--- config.mk ---
export PLATFORM = sky130hd
export DESIGN_NAME = regfile_seq_flat
export DESIGN_NICKNAME = d
export VERILOG_FILES = /design/src/rtl/regseq_pkg.sv /design/src/rtl/regfile_seq_if.sv /design/src/rtl/regfile_seq.sv /design/src/flat_wrapper.sv
export SDC_FILE = /design/constraint.sdc
export NUM_CORES = 1
export LEC_CHECK = 0
export CELL_PAD_IN_SITES_DETAIL_PLACEMENT = 2
export CELL_PAD_IN_SITES_GLOBAL_PLACEMENT = 2
export CORE_MARGIN = 4
export CORE_UTILIZATION = 27
export DETAILED_ROUTE_END_ITERATION = 12
export PLACE_DENSITY = 0.78
export SLEW_MARGIN = 20
export SYNTH_ARGS = -nofsm -noshare
export SYNTH_HDL_FRONTEND = slang
export SYNTH_SLANG_ARGS = --single-unit
--- constraint.sdc ---
create_clock -name CLK -period 2.45 [get_ports CLK]
set_clock_uncertainty 0.05 [all_clocks]
set_input_delay 0.6125 -clock CLK [delete_from_list [all_inputs] [get_ports CLK]]
set_output_delay 0.6125 -clock CLK [all_outputs]
set_load 0.005 [all_outputs]
--- src/rtl/regseq_pkg.sv ---
// Shared types and default sizes for the sequenced register-file controller.
package regseq_pkg;

    localparam int DW_DEF = 4;
    localparam int AW_DEF = 3;

    typedef enum logic [2:0] {
        OP_LDI    = 3'b000,
        OP_MOV    = 3'b001,
        OP_ADD    = 3'b010,
        OP_RD     = 3'b011,
        OP_CLRALL = 3'b100
    } opcode_e;

    typedef enum logic [1:0] {
        ST_IDLE  = 2'd0,
        ST_EXEC  = 2'd1,
        ST_SWEEP = 2'd2
    } state_e;

    // Codes 101..111 are reserved and raise ERR.
    function automatic logic op_legal(input logic [2:0] op);
        return op <= 3'b100;
    endfunction

endpackage

--- src/rtl/regfile_seq_if.sv ---
// Command, register-file and result signals between the sequencer and its environment.
import regseq_pkg::*;

interface regfile_seq_if #(
    parameter int DW = DW_DEF,
    parameter int AW = AW_DEF
);
    logic          CMD_VALID;
    logic          CMD_READY;
    logic [2:0]    CMD_OP;
    logic [AW-1:0] CMD_RD;
    logic [AW-1:0] CMD_RS;
    logic [AW-1:0] CMD_RT;
    logic [DW-1:0] CMD_IMM;
    logic [AW-1:0] RP;
    logic [AW-1:0] RQ;
    logic [AW-1:0] WA;
    logic          WR;
    logic [DW-1:0] LD_DATA;
    logic [DW-1:0] DATAP;
    logic [DW-1:0] DATAQ;
    logic          RES_VALID;
    logic [DW-1:0] RES_DATA;
    logic          ERR;

    modport slave (
        input  CMD_VALID, CMD_OP, CMD_RD, CMD_RS, CMD_RT, CMD_IMM, DATAP, DATAQ,
        output CMD_READY, RP, RQ, WA, WR, LD_DATA, RES_VALID, RES_DATA, ERR
    );

    modport master (
        output CMD_VALID, CMD_OP, CMD_RD, CMD_RS, CMD_RT, CMD_IMM, DATAP, DATAQ,
        input  CMD_READY, RP, RQ, WA, WR, LD_DATA, RES_VALID, RES_DATA, ERR
    );

endinterface

--- src/rtl/regfile_seq.sv ---
// Command sequencer driving an external register file: LDI/MOV/ADD/RD in two cycles, CLRALL sweep.
// Define REGSEQ_CARRY_EN to add the registered ADD carry-out port CARRY.
import regseq_pkg::*;

module regfile_seq #(
    parameter int DW = DW_DEF,
    parameter int AW = AW_DEF
) (
    input  logic         CLK,
    input  logic         CLR,
    regfile_seq_if.slave bus
`ifdef REGSEQ_CARRY_EN
    ,
    output logic         CARRY
`endif
);

    state_e        state_q, state_d;
    logic [2:0]    op_q, op_d;
    logic [AW-1:0] rd_q, rd_d;
    logic [AW-1:0] rs_q, rs_d;
    logic [AW-1:0] rt_q, rt_d;
    logic [DW-1:0] imm_q, imm_d;
    logic [AW-1:0] rp_q, rp_d;
    logic [AW-1:0] rq_q, rq_d;
    logic [AW-1:0] wa_q, wa_d;
    logic [AW-1:0] cnt_q, cnt_d;
    logic [DW-1:0] res_data_q, res_data_d;
    logic          res_valid_q, res_valid_d;
    logic          err_q, err_d;
    logic          wr_raw;
    logic [DW-1:0] ld_data;
`ifdef REGSEQ_CARRY_EN
    logic          carry_q, carry_d;
`endif

    always_ff @(posedge CLK) begin
        if (CLR) begin
            state_q     <= ST_IDLE;
            op_q        <= '0;
            rd_q        <= '0;
            rs_q        <= '0;
            rt_q        <= '0;
            imm_q       <= '0;
            rp_q        <= '0;
            rq_q        <= '0;
            wa_q        <= '0;
            cnt_q       <= '0;
            res_data_q  <= '0;
            res_valid_q <= 1'b0;
            err_q       <= 1'b0;
`ifdef REGSEQ_CARRY_EN
            carry_q     <= 1'b0;
`endif
        end else begin
            state_q     <= state_d;
            op_q        <= op_d;
            rd_q        <= rd_d;
            rs_q        <= rs_d;
            rt_q        <= rt_d;
            imm_q       <= imm_d;
            rp_q        <= rp_d;
            rq_q        <= rq_d;
            wa_q        <= wa_d;
            cnt_q       <= cnt_d;
            res_data_q  <= res_data_d;
            res_valid_q <= res_valid_d;
            err_q       <= err_d;
`ifdef REGSEQ_CARRY_EN
            carry_q     <= carry_d;
`endif
        end
    end

    // rp_d/rq_d/wa_d double as the live address outputs, so IDLE holds the last address.
    always_comb begin
        state_d     = state_q;
        op_d        = op_q;
        rd_d        = rd_q;
        rs_d        = rs_q;
        rt_d        = rt_q;
        imm_d       = imm_q;
        rp_d        = rp_q;
        rq_d        = rq_q;
        wa_d        = wa_q;
        cnt_d       = cnt_q;
        res_data_d  = res_data_q;
        res_valid_d = 1'b0;
        err_d       = 1'b0;
        wr_raw      = 1'b0;
        ld_data     = '0;
`ifdef REGSEQ_CARRY_EN
        carry_d     = carry_q;
`endif
        case (state_q)
            ST_IDLE: begin
                if (bus.CMD_VALID) begin
                    op_d  = bus.CMD_OP;
                    rd_d  = bus.CMD_RD;
                    rs_d  = bus.CMD_RS;
                    rt_d  = bus.CMD_RT;
                    imm_d = bus.CMD_IMM;
                    if (!op_legal(bus.CMD_OP)) begin
                        err_d = 1'b1;
                    end else if (bus.CMD_OP == OP_CLRALL) begin
                        state_d = ST_SWEEP;
                        cnt_d   = '0;
                    end else begin
                        state_d = ST_EXEC;
                    end
                end
            end
            ST_EXEC: begin
                rp_d    = rs_q;
                rq_d    = rt_q;
                wa_d    = rd_q;
                state_d = ST_IDLE;
                case (op_q)
                    OP_LDI: begin
                        wr_raw  = 1'b1;
                        ld_data = imm_q;
                    end
                    OP_MOV: begin
                        wr_raw  = 1'b1;
                        ld_data = bus.DATAP;
                    end
                    OP_ADD: begin
                        wr_raw  = 1'b1;
`ifdef REGSEQ_CARRY_EN
                        {carry_d, ld_data} = {1'b0, bus.DATAP} + {1'b0, bus.DATAQ};
`else
                        ld_data = bus.DATAP + bus.DATAQ;
`endif
                    end
                    OP_RD: begin
                        res_data_d  = bus.DATAP;
                        res_valid_d = 1'b1;
                    end
                    default: ;
                endcase
            end
            ST_SWEEP: begin
                wr_raw = 1'b1;
                wa_d   = cnt_q;
                cnt_d  = cnt_q + AW'(1);
                if (&cnt_q) state_d = ST_IDLE;
            end
            default: state_d = ST_IDLE;
        endcase
    end

    assign bus.CMD_READY = (state_q == ST_IDLE);
    assign bus.RP        = rp_d;
    assign bus.RQ        = rq_d;
    assign bus.WA        = wa_d;
    // A CLR cycle never writes, even mid-EXEC or mid-sweep.
    assign bus.WR        = wr_raw & ~CLR;
    assign bus.LD_DATA   = ld_data;
    assign bus.RES_VALID = res_valid_q;
    assign bus.RES_DATA  = res_data_q;
    assign bus.ERR       = err_q;
`ifdef REGSEQ_CARRY_EN
    assign CARRY         = carry_q;
`endif

endmodule

--- src/flat_wrapper.sv ---
// flat-port wrapper written by rule: the top's interface ports become plain ports
module regfile_seq_flat 
#(
    parameter int DW = DW_DEF,
    parameter int AW = AW_DEF
)
  (CLK, CLR, bus_CMD_VALID, bus_CMD_OP, bus_CMD_RD, bus_CMD_RS, bus_CMD_RT, bus_CMD_IMM, bus_DATAP, bus_DATAQ, bus_CMD_READY, bus_RP, bus_RQ, bus_WA, bus_WR, bus_LD_DATA, bus_RES_VALID, bus_RES_DATA, bus_ERR);
  regfile_seq_if #(.DW(DW), .AW(AW)) bus_i ();
  input  logic CLK;
  input  logic CLR;
  input wire logic [$bits(bus_i.CMD_VALID)-1:0] bus_CMD_VALID;
  input wire logic [$bits(bus_i.CMD_OP)-1:0] bus_CMD_OP;
  input wire logic [$bits(bus_i.CMD_RD)-1:0] bus_CMD_RD;
  input wire logic [$bits(bus_i.CMD_RS)-1:0] bus_CMD_RS;
  input wire logic [$bits(bus_i.CMD_RT)-1:0] bus_CMD_RT;
  input wire logic [$bits(bus_i.CMD_IMM)-1:0] bus_CMD_IMM;
  input wire logic [$bits(bus_i.DATAP)-1:0] bus_DATAP;
  input wire logic [$bits(bus_i.DATAQ)-1:0] bus_DATAQ;
  output wire logic [$bits(bus_i.CMD_READY)-1:0] bus_CMD_READY;
  output wire logic [$bits(bus_i.RP)-1:0] bus_RP;
  output wire logic [$bits(bus_i.RQ)-1:0] bus_RQ;
  output wire logic [$bits(bus_i.WA)-1:0] bus_WA;
  output wire logic [$bits(bus_i.WR)-1:0] bus_WR;
  output wire logic [$bits(bus_i.LD_DATA)-1:0] bus_LD_DATA;
  output wire logic [$bits(bus_i.RES_VALID)-1:0] bus_RES_VALID;
  output wire logic [$bits(bus_i.RES_DATA)-1:0] bus_RES_DATA;
  output wire logic [$bits(bus_i.ERR)-1:0] bus_ERR;
  assign bus_i.CMD_VALID = bus_CMD_VALID;
  assign bus_i.CMD_OP = bus_CMD_OP;
  assign bus_i.CMD_RD = bus_CMD_RD;
  assign bus_i.CMD_RS = bus_CMD_RS;
  assign bus_i.CMD_RT = bus_CMD_RT;
  assign bus_i.CMD_IMM = bus_CMD_IMM;
  assign bus_i.DATAP = bus_DATAP;
  assign bus_i.DATAQ = bus_DATAQ;
  assign bus_CMD_READY = bus_i.CMD_READY;
  assign bus_RP = bus_i.RP;
  assign bus_RQ = bus_i.RQ;
  assign bus_WA = bus_i.WA;
  assign bus_WR = bus_i.WR;
  assign bus_LD_DATA = bus_i.LD_DATA;
  assign bus_RES_VALID = bus_i.RES_VALID;
  assign bus_RES_DATA = bus_i.RES_DATA;
  assign bus_ERR = bus_i.ERR;
  regfile_seq #(.DW(DW), .AW(AW)) u_core (.CLK(CLK), .CLR(CLR), .bus(bus_i));
endmodule
==> impl_metrics.env, run 1 <==
export IMPL_ys_seq_area_share_pct=41.98
export IMPL_root_buffer="clkbuf_8"
export IMPL_insertion_delay_ns=0.30
export IMPL_drt_first_iter_violations=32
export IMPL_layout_drive_gt1_share_pct=25.30
export IMPL_place_gp_congestion=0.7825
export IMPL_post_route_period_util_pct=100.7
export IMPL_rr_worst_depth=6
export IMPL_finalWorstSetupSlack_ns=-0.01623
export IMPL_die_area_mm2=0.007697
export IMPL_fp_dieW_um=87.74
export IMPL_firstDrtPassIters=4
export IMPL_ir_drop_v=0.0002443
export IMPL_ys_seq_elements=36
export IMPL_syn_to_final_growth_pct=49.64
export IMPL_syn_inst=193
export IMPL_antenna_found_initial=0
export IMPL_max_stage_delay_ns=0.50
export IMPL_setup_viol=1
export IMPL_wl_per_cell_um=16.62
export IMPL_leakage_nw=1.175
export IMPL_cp_max_fo=2
export IMPL_worstPathCellList="buf_8 > ha_4 > mux2i_1 > nor2_1 > a21oi_2 > nor2_2 > clkdlybuf4s50_1"
export IMPL_path_clk_slew_ns=0.07
export IMPL_critPathRequiredTime_ns=1.79
export IMPL_cp_arrival_ns=1.80
export IMPL_io_pins=48
export IMPL_start_kind="primary input"
export IMPL_syn_nets=229
export IMPL_rsz0062_at_grt="yes"
export IMPL_clk_path_buf_depth=2
export IMPL_cp_end_kind="output port"
export IMPL_cts_made_buffers=5
export IMPL_crit_path_top_delay_cell="clkdlybuf4s50_1"
export IMPL_place_ws_ns=-0.7725
export IMPL_finalCriticalPeriod_ns=2.466
export IMPL_holdWs_ns=0.4085
export IMPL_grt_pass1_wl_um=8728
export IMPL_hp_class="register to register"
export IMPL_portBuffers=47
export IMPL_hold_depth=2
export IMPL_status="complete, but fails checks"
export IMPL_cts_max_level=2
export IMPL_final_nets=288
export IMPL_fmax_mhz=405.5
export IMPL_antenna_cells=0
export IMPL_cts_sinks=36
export IMPL_violations="setup timing"
export IMPL_synth_area_per_cell_um2=8.895
export IMPL_p_per_area_mw_per_mm2=559.7
export IMPL_overflow=0
export IMPL_grt_pass1_vias=1788
export IMPL_hold_viol=0
export IMPL_grtUsageTotal_pct=15.00
export IMPL_syn_area_mm2=0.001717
export IMPL_critPathKind="primary input to output port"
export IMPL_cts_tree="built"
export IMPL_drt_wl_total_um=5450
export IMPL_grt_max_degree=38
export IMPL_ys_types=34
export IMPL_cp_startpoint="bus_DATAP[0]"
export IMPL_slew_violations=0
export IMPL_min_from="u_core.rd_q[0]"
export IMPL_fp_dieH_um=87.74
export IMPL_hpwl_um=3839
export IMPL_start_util_pct=28.32
export IMPL_hold_buffers=0
export IMPL_yosys_warnings=0
export IMPL_slew_headroom_pct=73.46
export IMPL_core_mm2=0.006061
export IMPL_vias=1585
export IMPL_rr_startpoint="u_core.state_q[0]"
export IMPL_ant_nets=0
export IMPL_rows=28
export IMPL_viasPerCell=4.832
export IMPL_drc=0
export IMPL_fillers=668
export IMPL_worstMarginPinSlew_ns=0.3981
export IMPL_drv_cap=0
-- layout make-up --
cell class                 instances  area (um2)  share of cell area [%]
tap                               75       93.84                   3.653
multi-input combinational        143        1039                   40.43
clock buffer                       5       68.82                   2.679
clock inverter                     3       42.54                   1.656
inverter                           3       13.76                  0.5358
timing repair buffer              63       580.6                   22.60
sequential                        36       730.7                   28.45
-- worst max-delay path: cells and delay by family --
kind                       cells  cell delay (ns)
adders and majority gates      1             0.24
buffers and inverters          2             0.60
AOI/OAI and AO/OA              1             0.05
muxes                          1             0.06
and+or+nand+nor                2             0.24
-- Yosys cell counts --
| cell type | n | share of area (%) |
|---|---|---|
| dfxtp_1 | 36 | 42 |
| nand2_1 | 36 | 7.9 |
| a21oi_1 | 24 | 7.0 |
| nor2_1 | 19 | 4.2 |
| mux2i_1 | 11 | 6.4 |
| nor2b_1 | 11 | 4.0 |
| ha_1 | 8 | 5.8 |
| mux2_1 | 6 | 3.9 |
| clkbuf_1 | 5 | 1.1 |
| buf_2 | 4 | 1.2 |
| a22oi_1 | 3 | 1.3 |
| and2_1 | 3 | 1.1 |
| inv_1 | 3 | 0.66 |
| buf_6 | 2 | 1.3 |
| nand4b_1 | 2 | 1.0 |
| or3_1 | 2 | 0.73 |
| a211o_1 | 1 | 0.51 |
| a21oi_2 | 1 | 0.51 |
| a31oi_1 | 1 | 0.36 |
| a32oi_4 | 1 | 1.6 |
| and2b_1 | 1 | 0.44 |
| fa_1 | 1 | 1.2 |
| nand3_1 | 1 | 0.29 |
| nand3_2 | 1 | 0.58 |
| nor2b_4 | 1 | 0.80 |
| nor3_1 | 1 | 0.29 |
| nor3b_1 | 1 | 0.44 |
| o21ai_0 | 1 | 0.29 |
| o21ai_1 | 1 | 0.29 |
| o31ai_1 | 1 | 0.44 |
| o32a_1 | 1 | 0.58 |
| or4b_4 | 1 | 0.80 |
| xnor2_1 | 1 | 0.51 |
| xor2_1 | 1 | 0.51 |
-- power by group --
group / total (mW) / switching [mW] / internal, mW
registers: 0.629 / 0.0177 / 0.612
logic: 0.281 / 0.134 / 0.147
clock network: 0.527 / 0.226 / 0.301
-- through the flow --
| step | power (mW) | setup TNS [ns] | instance area [um2] | utilization [%] | instances |
|---|---|---|---|---|---|
| finish | 1.438 | -0.01623 | 2569 | 42.38 | 328 |
| global placement | 0.8921 | -2.595 | 2317 | 38.23 | 317 |
| global route | 1.506 | -0.1398 | 2569 | 42.38 | 328 |
| floorplan | 0.7656 | 0 | 1717 | - | 193 |
| CTS | 1.444 | -0.9560 | 2501 | 41.27 | 326 |
| detailed placement | 0.9012 | -2.755 | 2317 | 38.23 | 317 |
-- cell usage in the layout, fill, tap and decap left out, drive strengths merged, types with 2 or more instances in the layout --
| cell type | synthesis | final |
|---|---|---|
| clkdlybuf4s50 | 0 | 26 |
| clkbuf | 5 | 6 |
| mux2 | 6 | 6 |
| nor2 | 19 | 19 |
| a21oi | 25 | 25 |
| and2 | 3 | 3 |
| or3 | 2 | 2 |
| dlygate4sd2 | 0 | 3 |
| nand2 | 36 | 36 |
| a22oi | 3 | 3 |
| o21ai | 2 | 2 |
| inv | 3 | 3 |
| nor2b | 12 | 12 |
| ha | 8 | 8 |
| mux2i | 11 | 11 |
| nand4b | 2 | 2 |
| buf | 6 | 24 |
| dfxtp | 36 | 36 |
| nand3 | 2 | 2 |
| dlymetal6s2s | 0 | 9 |
-- cell families after synthesis --
group | after synthesis | share of synthesized area [%]
DFF | 36 | 41.98
xor gates and xnor gates | 2 | 1.021
and+or+nand+nor | 80 | 22.52
buffers and inverters | 14 | 4.227
muxes | 17 | 10.35
adders and majority gates | 9 | 6.997
AOI/OAI and AO/OA | 35 | 12.90
-- path summary, 6_finish.rpt --
path                                          end  slack (ns)
worst max-delay path               bus_LD_DATA[0]       -0.02
worst min-delay path               u_core.rd_q[0]        0.41
worst max register to register  u_core.state_q[0]        0.79
worst min register to register     u_core.rd_q[0]        0.41
-- what timing repair did --
action,CTS,global route
setup buffers,1,2
pin swaps,10,10
gates resized for setup,57,28
endpoints found under the setup margin,14,14
-- registers in the layout, indices dropped and copies added, names as in the netlist, 2 cells and up --
signal and cells:
u_core.bus.RES_DATA 4, u_core.imm_q 4, u_core.op_q 3, u_core.rt_q 3
u_core.rp_q 3, u_core.state_q 2, u_core.wa_q 3, u_core.rq_q 3
u_core.rd_q 3, u_core.cnt_q 3, u_core.rs_q 3
-- per-layer routing --
| metal | GRT usage, % | share of wire, % | up-vias |
|---|---|---|---|
| met3 | 2.352 | 3.6 | 4 |
| met1 | 15.74 | 38 | 782 |
| li1 | - | - | 768 |
| met5 | 0 | 0 | - |
| met4 | 5.021 | 1.2 | 0 |
| met2 | 29.79 | 57 | 31 |
(Power assumes the default switching activity.)
==> run 2, diff against run 1 <==
- CORE_ASPECT_RATIO: default -> 1.5
==> run 2 against run 1 <==
Net effect:
- hold slack improved by 0.0031 ns
- sequential share of layout area increased by 0.23 points
- non-clock buffer count increased by 1
- power decreased by 6.2%
- highest routed layer unchanged
- largest power group unchanged
- the run still ends with setup timing left
- fmax decreased by 0.25%
- combinational power decreased by 3%
- die area increased by 0.34%
- flip-flop and latch count unchanged
==> impl_metrics.env, run 2 (synthesis results as in run 1) <==
export IMPL_cts_made_buffers=5
export IMPL_ant_nets=0
export IMPL_finalWorstSetupSlack_ns=-0.02230
export IMPL_status="complete, but fails checks"
export IMPL_worstPathCellList="buf_8 > ha_4 > fa_2 > mux2i_1 > nor2_1 > a21oi_1 > nor2_1 > buf_2"
export IMPL_insertion_delay_ns=0.29
export IMPL_p_sw_share_pct=27.07
export IMPL_finalCriticalPeriod_ns=2.472
export IMPL_cts_sinks=36
export IMPL_antenna_cells=0
export IMPL_p_int_mw=0.9839
export IMPL_ir_drop_v=0.0003085
export IMPL_cp_startpoint="bus_DATAP[0]"
export IMPL_rr_startpoint="u_core.state_q[0]"
export IMPL_rows=35
export IMPL_path_clk_slew_ns=0.07
export IMPL_cts_tree="built"
export IMPL_leakage_nw=1.069
export IMPL_fmax_mhz=404.5
export IMPL_syn_to_final_growth_pct=47.16
export IMPL_p_total_mw=1.349
export IMPL_post_route_period_util_pct=100.9
export IMPL_min_from="u_core.rs_q[0]"
export IMPL_rsz0062_at_grt="yes"
export IMPL_setup_viol=1
export IMPL_final_util_pct=40.91
export IMPL_grtUsageTotal_pct=14.73
export IMPL_critPathRequiredTime_ns=1.79
export IMPL_final_common_cell="nand2_1"
export IMPL_cp_end_kind="output port"
export IMPL_clk_path_buf_depth=2
export IMPL_wl_per_cell_um=16.39
export IMPL_critPathKind="primary input to output port"
export IMPL_drv_cap=0
export IMPL_crit_path_frequent_cell="nor2_1"
export IMPL_vias=1576
export IMPL_drt_first_iter_violations=48
export IMPL_hp_class="register to register"
export IMPL_slew_headroom_pct=72.78
export IMPL_hpwl_um=3861
export IMPL_drc=0
export IMPL_firstDrtPassIters=3
export IMPL_hold_viol=0
export IMPL_viasPerCell=4.805
export IMPL_io_pins=48
export IMPL_cp_max_fo=2
export IMPL_combinationalPowerShare_pct=20.2
export IMPL_final_nets=289
export IMPL_drt_wl_total_um=5377
export IMPL_overflow=0
export IMPL_fp_dieH_um=105.7
export IMPL_fp_dieW_um=73.11
export IMPL_die_area_mm2=0.007724
export IMPL_place_gp_congestion=0.8216
export IMPL_start_util_pct=27.80
export IMPL_core_mm2=0.006175
export IMPL_dp_cells=314
export IMPL_worstMarginPinSlew_ns=0.4083
export IMPL_layout_common_cells="nand2_1 (35), dfxtp_1 (33), clkdlybuf4s50_1 (25)"
export IMPL_power_switching_mw=0.3652
export IMPL_hold_buffers=0
export IMPL_fillers=691
export IMPL_portBuffers=47
export IMPL_p_per_area_mw_per_mm2=534.1
export IMPL_root_buffer="clkbuf_8"
export IMPL_pwr_share_seq_pct=46.9
export IMPL_grt_max_degree=38
export IMPL_antenna_found_initial=0
export IMPL_cts_max_level=2
export IMPL_crit_path_top_delay_cell="fa_2"
export IMPL_max_stage_delay_ns=0.52
export IMPL_grt_pass1_vias=1694
export IMPL_layout_drive_gt1_share_pct=22.44
export IMPL_start_kind="primary input"
export IMPL_grt_pass1_wl_um=8604
export IMPL_slew_violations=0
export IMPL_violations="setup timing"
export IMPL_clockPowerShare_pct=32.9
export IMPL_cp_arrival_ns=1.81
export IMPL_final_cells=328
## run 2: cell count changes in the layout (fill, tap and decap cells not counted), moves of 2 or more
| cell | previous run | this run |
|---|---|---|
| mux2_2 | 3 | 0 |
| dfxtp_4 | 2 | 0 |
| a21oi_1 | 19 | 23 |
| dlymetal6s2s_1 | 9 | 1 |
| a21oi_2 | 6 | 1 |
| dlygate4sd2_1 | 3 | 12 |
| mux2_1 | 3 | 6 |
## run 2: through the flow
| step | setup slack (ns) | hold WS, ns | cell area [um2] | setup TNS, ns |
|---|---|---|---|---|
| global placement | -0.7428 | 0.3948 | 2301 | -2.658 |
| finish | -0.02230 | 0.4116 | 2526 | -0.02230 |
| global route | -0.1267 | 0.4368 | 2526 | -0.1267 |
| floorplan | 0.2203 | 0.3839 | 1717 | 0 |
| CTS | -0.1017 | 0.4167 | 2514 | -0.1017 |
| detailed placement | -0.8057 | 0.4015 | 2301 | -2.819 |
## run 2: path summary, 6_finish.rpt
path,end,slack (ns),cells after the start
worst min-delay path,u_core.rs_q[0],0.41,2
worst min register to register,u_core.rs_q[0],0.41,2
worst max-delay path,bus_LD_DATA[1],-0.02,8
worst max register to register,u_core.state_q[0],0.79,6
## run 2: timing repair
item                                    4_1_cts  5_1_grt
gates resized for setup                      71        8
setup buffers                                 3        2
endpoints found under the hold margin         0        0
cloned                                        1        0
endpoints found under the setup margin       14        3
pin swaps                                    14        7
## run 2: power groups by stage
stage / logic, mW / clock network (mW) / registers [mW]
detailed placement: 0.254 / 0 / 0.646
CTS: 0.272 / 0.466 / 0.634
finish: 0.272 / 0.444 / 0.633
global route: 0.303 / 0.494 / 0.637
floorplan: 0.132 / 0 / 0.634
global placement: 0.246 / 0 / 0.644
## run 2: final cells by class
type	instances	area, um2	area share [%]
Clock buffer	7	86.33	3.418
Clock inverter	1	7.507	0.2972
Inverter	3	11.26	0.4458
Multi-Input combinational cell	143	1044	41.31
Sequential cell	36	724.4	28.68
Tap cell	74	92.59	3.665
Timing Repair Buffer	64	560.5	22.19
## run 2: layer usage
metal / global-route usage, % / vias to the layer above / share of wire, %
li1: - / 767 / -
met1: 14.85 / 771 / 37
met2: 27.78 / 30 / 56
met3: 2.195 / 8 / 4.0
met4: 7.520 / 0 / 2.8
met5: 0 / - / 0
## run 2: critical path, delay by kind of cell
kind | cells | cell delay [ns]
AOI/OAI and AO/OA | 1 | 0.05
adders and majority gates | 2 | 0.67
buffers and inverters | 2 | 0.21
muxes | 1 | 0.07
and+or+nand+nor | 2 | 0.19
==> run 3, diff against run 2 <==
- CORE_ASPECT_RATIO: 1.5 -> 0.7
==> run 3 against run 2 <==
Net effect:
- the flow still finishes with violations (setup timing)
- hold slack barely moved
- critical path depth did not move
- power rose by 5.0%
- fmax fell by 1.1%
- sequential power fell by 0.8%
- flip-flop and latch count did not move
- global-route usage fell by 0.88 points
- critical path type unchanged
==> impl_metrics.env, run 3 (synthesis results as in run 1) <==
export IMPL_core_mm2=0.005928
export IMPL_holdWs_ns=0.4114
export IMPL_clk_path_buf_depth=2
export IMPL_io_pins=48
export IMPL_wl_per_cell_um=15.52
export IMPL_finalCriticalPeriod_ns=2.499
export IMPL_rr_worst_depth=5
export IMPL_reg2reg_to="u_core.state_q[0]"
export IMPL_regToRegSetupSlack_ns=0.89
export IMPL_viasPerCell=4.647
export IMPL_setup_viol=1
export IMPL_finalSetupTns_ns=-0.04872
export IMPL_fin_area_mm2=0.002495
export IMPL_layout_drive_gt1_share_pct=20.72
export IMPL_critPathKind="primary input to output port"
export IMPL_drv_cap=0
export IMPL_drt_wl_total_um=5061
export IMPL_cp_arrival_ns=1.84
export IMPL_violations="setup timing"
export IMPL_placed_area_mm2=0.002302
export IMPL_final_common_cell="nand2_1"
export IMPL_fp_dieW_um=103.3
export IMPL_grtUsageTotal_pct=13.85
export IMPL_syn_to_final_growth_pct=45.34
export IMPL_worstPathCellList="buf_8 > ha_4 > fa_2 > mux2i_1 > nor2_1 > a21oi_1 > nor2_1 > buf_2"
export IMPL_leakage_nw=1.074
export IMPL_antenna_cells=0
export IMPL_start_util_pct=28.96
export IMPL_worstSetupEndpoint="bus_LD_DATA[1]"
export IMPL_portBuffers=47
export IMPL_grt_pass1_vias=1638
export IMPL_antenna_found_initial=0
export IMPL_ant_nets=0
export IMPL_worstMarginPinSlew_ns=0.4085
export IMPL_hpwl_um=3604
export IMPL_slew_violations=0
export IMPL_fmax_mhz=400.2
export IMPL_cts_sinks=36
export IMPL_rows=23
export IMPL_overflow=0
export IMPL_hold_viol=0
export IMPL_cts_max_level=2
export IMPL_slew_headroom_pct=72.77
export IMPL_hp_class="register to register"
export IMPL_rr_startpoint="u_core.cnt_q[0]"
export IMPL_final_util_pct=42.09
export IMPL_grt_pass1_wl_um=8135
export IMPL_cts_made_buffers=5
export IMPL_start_kind="primary input"
export IMPL_vias=1515
export IMPL_fp_dieH_um=74.71
export IMPL_critPathRequiredTime_ns=1.79
export IMPL_status="complete, but fails checks"
export IMPL_p_per_area_mw_per_mm2=567.7
export IMPL_post_route_period_util_pct=102.0
export IMPL_crit_path_top_delay_cell="fa_2"
export IMPL_crit_path_frequent_cell="nor2_1"
export IMPL_die_area_mm2=0.007718
export IMPL_cp_max_fo=2
export IMPL_final_nets=286
export IMPL_firstDrtPassIters=4
export IMPL_path_clk_slew_ns=0.07
export IMPL_drt_first_iter_violations=14
export IMPL_place_gp_congestion=0.6963
export IMPL_cp_startpoint="bus_DATAP[0]"
export IMPL_cp_end_kind="output port"
export IMPL_drc=0
export IMPL_grt_max_degree=38
export IMPL_cts_tree="built"
export IMPL_root_buffer="clkbuf_8"
export IMPL_finalWorstSetupSlack_ns=-0.04872
export IMPL_insertion_delay_ns=0.28
export IMPL_rsz0062_at_grt="yes"
export IMPL_layout_common_cells="nand2_1 (35), dfxtp_1 (34), clkdlybuf4s50_1 (26)"
export IMPL_ir_drop_v=0.0002295
export IMPL_max_stage_delay_ns=0.52
[run 3: cell count changes in the layout (fill, tap and decap cells not counted), sizes merged]
cell	before	now
buf	25	20
bufinv	0	1
clkdlybuf4s50	25	26
clkinv	0	1
dlygate4sd2	12	10
dlymetal6s2s	1	2
[run 3: through the flow]
stage | power, mW | setup slack [ns] | instances
finish | 1.416 | -0.04872 | 326
detailed placement | 0.8976 | -0.8364 | 315
global placement | 0.8906 | -0.7515 | 315
CTS | 1.440 | -0.1269 | 324
floorplan | 0.7656 | 0.2203 | 193
global route | 1.502 | -0.1338 | 326
[run 3: what timing repair did]
item	CTS	global route
setup endpoints to repair	14	5
pin swaps	8	11
hold buffers	0	0
resized for setup	65	8
buffers inserted	1	2
[run 3: critical path: cells and delay by family]
kind	cells	cell delay, ns
compound gates	1	0.06
mux	1	0.07
fa+ha+maj	2	0.68
simple gates	2	0.20
buf+inv	2	0.21
[run 3: layout make-up]
type	count	area, um2
Sequential cell	36	728.2
Multi-Input combinational cell	143	1005
Clock buffer	5	68.82
Fill cell	656	3433
Tap cell	75	93.84
Inverter	3	13.76
Clock inverter	3	42.54
Timing Repair Buffer	61	543.0
[run 3: how the worst min path moves through the flow]
stage                     end  cells after the start            from  slack [ns]
5_1_grt        u_core.rs_q[0]                      2  u_core.rs_q[0]        0.43
3_5_place_dp   u_core.rt_q[2]                      2  u_core.rt_q[2]        0.40
6_report       u_core.rt_q[2]                      2  u_core.rt_q[2]        0.41
3_3_place_gp   u_core.rt_q[0]                      2  u_core.rt_q[0]        0.40
2_1_floorplan  u_core.rs_q[0]                      2  u_core.rs_q[0]        0.38
4_1_cts        u_core.rt_q[2]                      2  u_core.rt_q[2]        0.41
[run 3: layer usage]
metal	routed length [um]	up-vias	track usage [%]
met2	2364	36	23.03
met3	281	2	4.259
li1	-	768	-
met5	0	-	0
met4	10	0	2.586
met1	2404	709	18.02
[run 3: where the power goes]
group	switching [mW]	leakage, nW	internal, mW
clock network	0.221	0.0541	0.301
logic	0.127	0.725	0.139
registers	0.0170	0.295	0.611
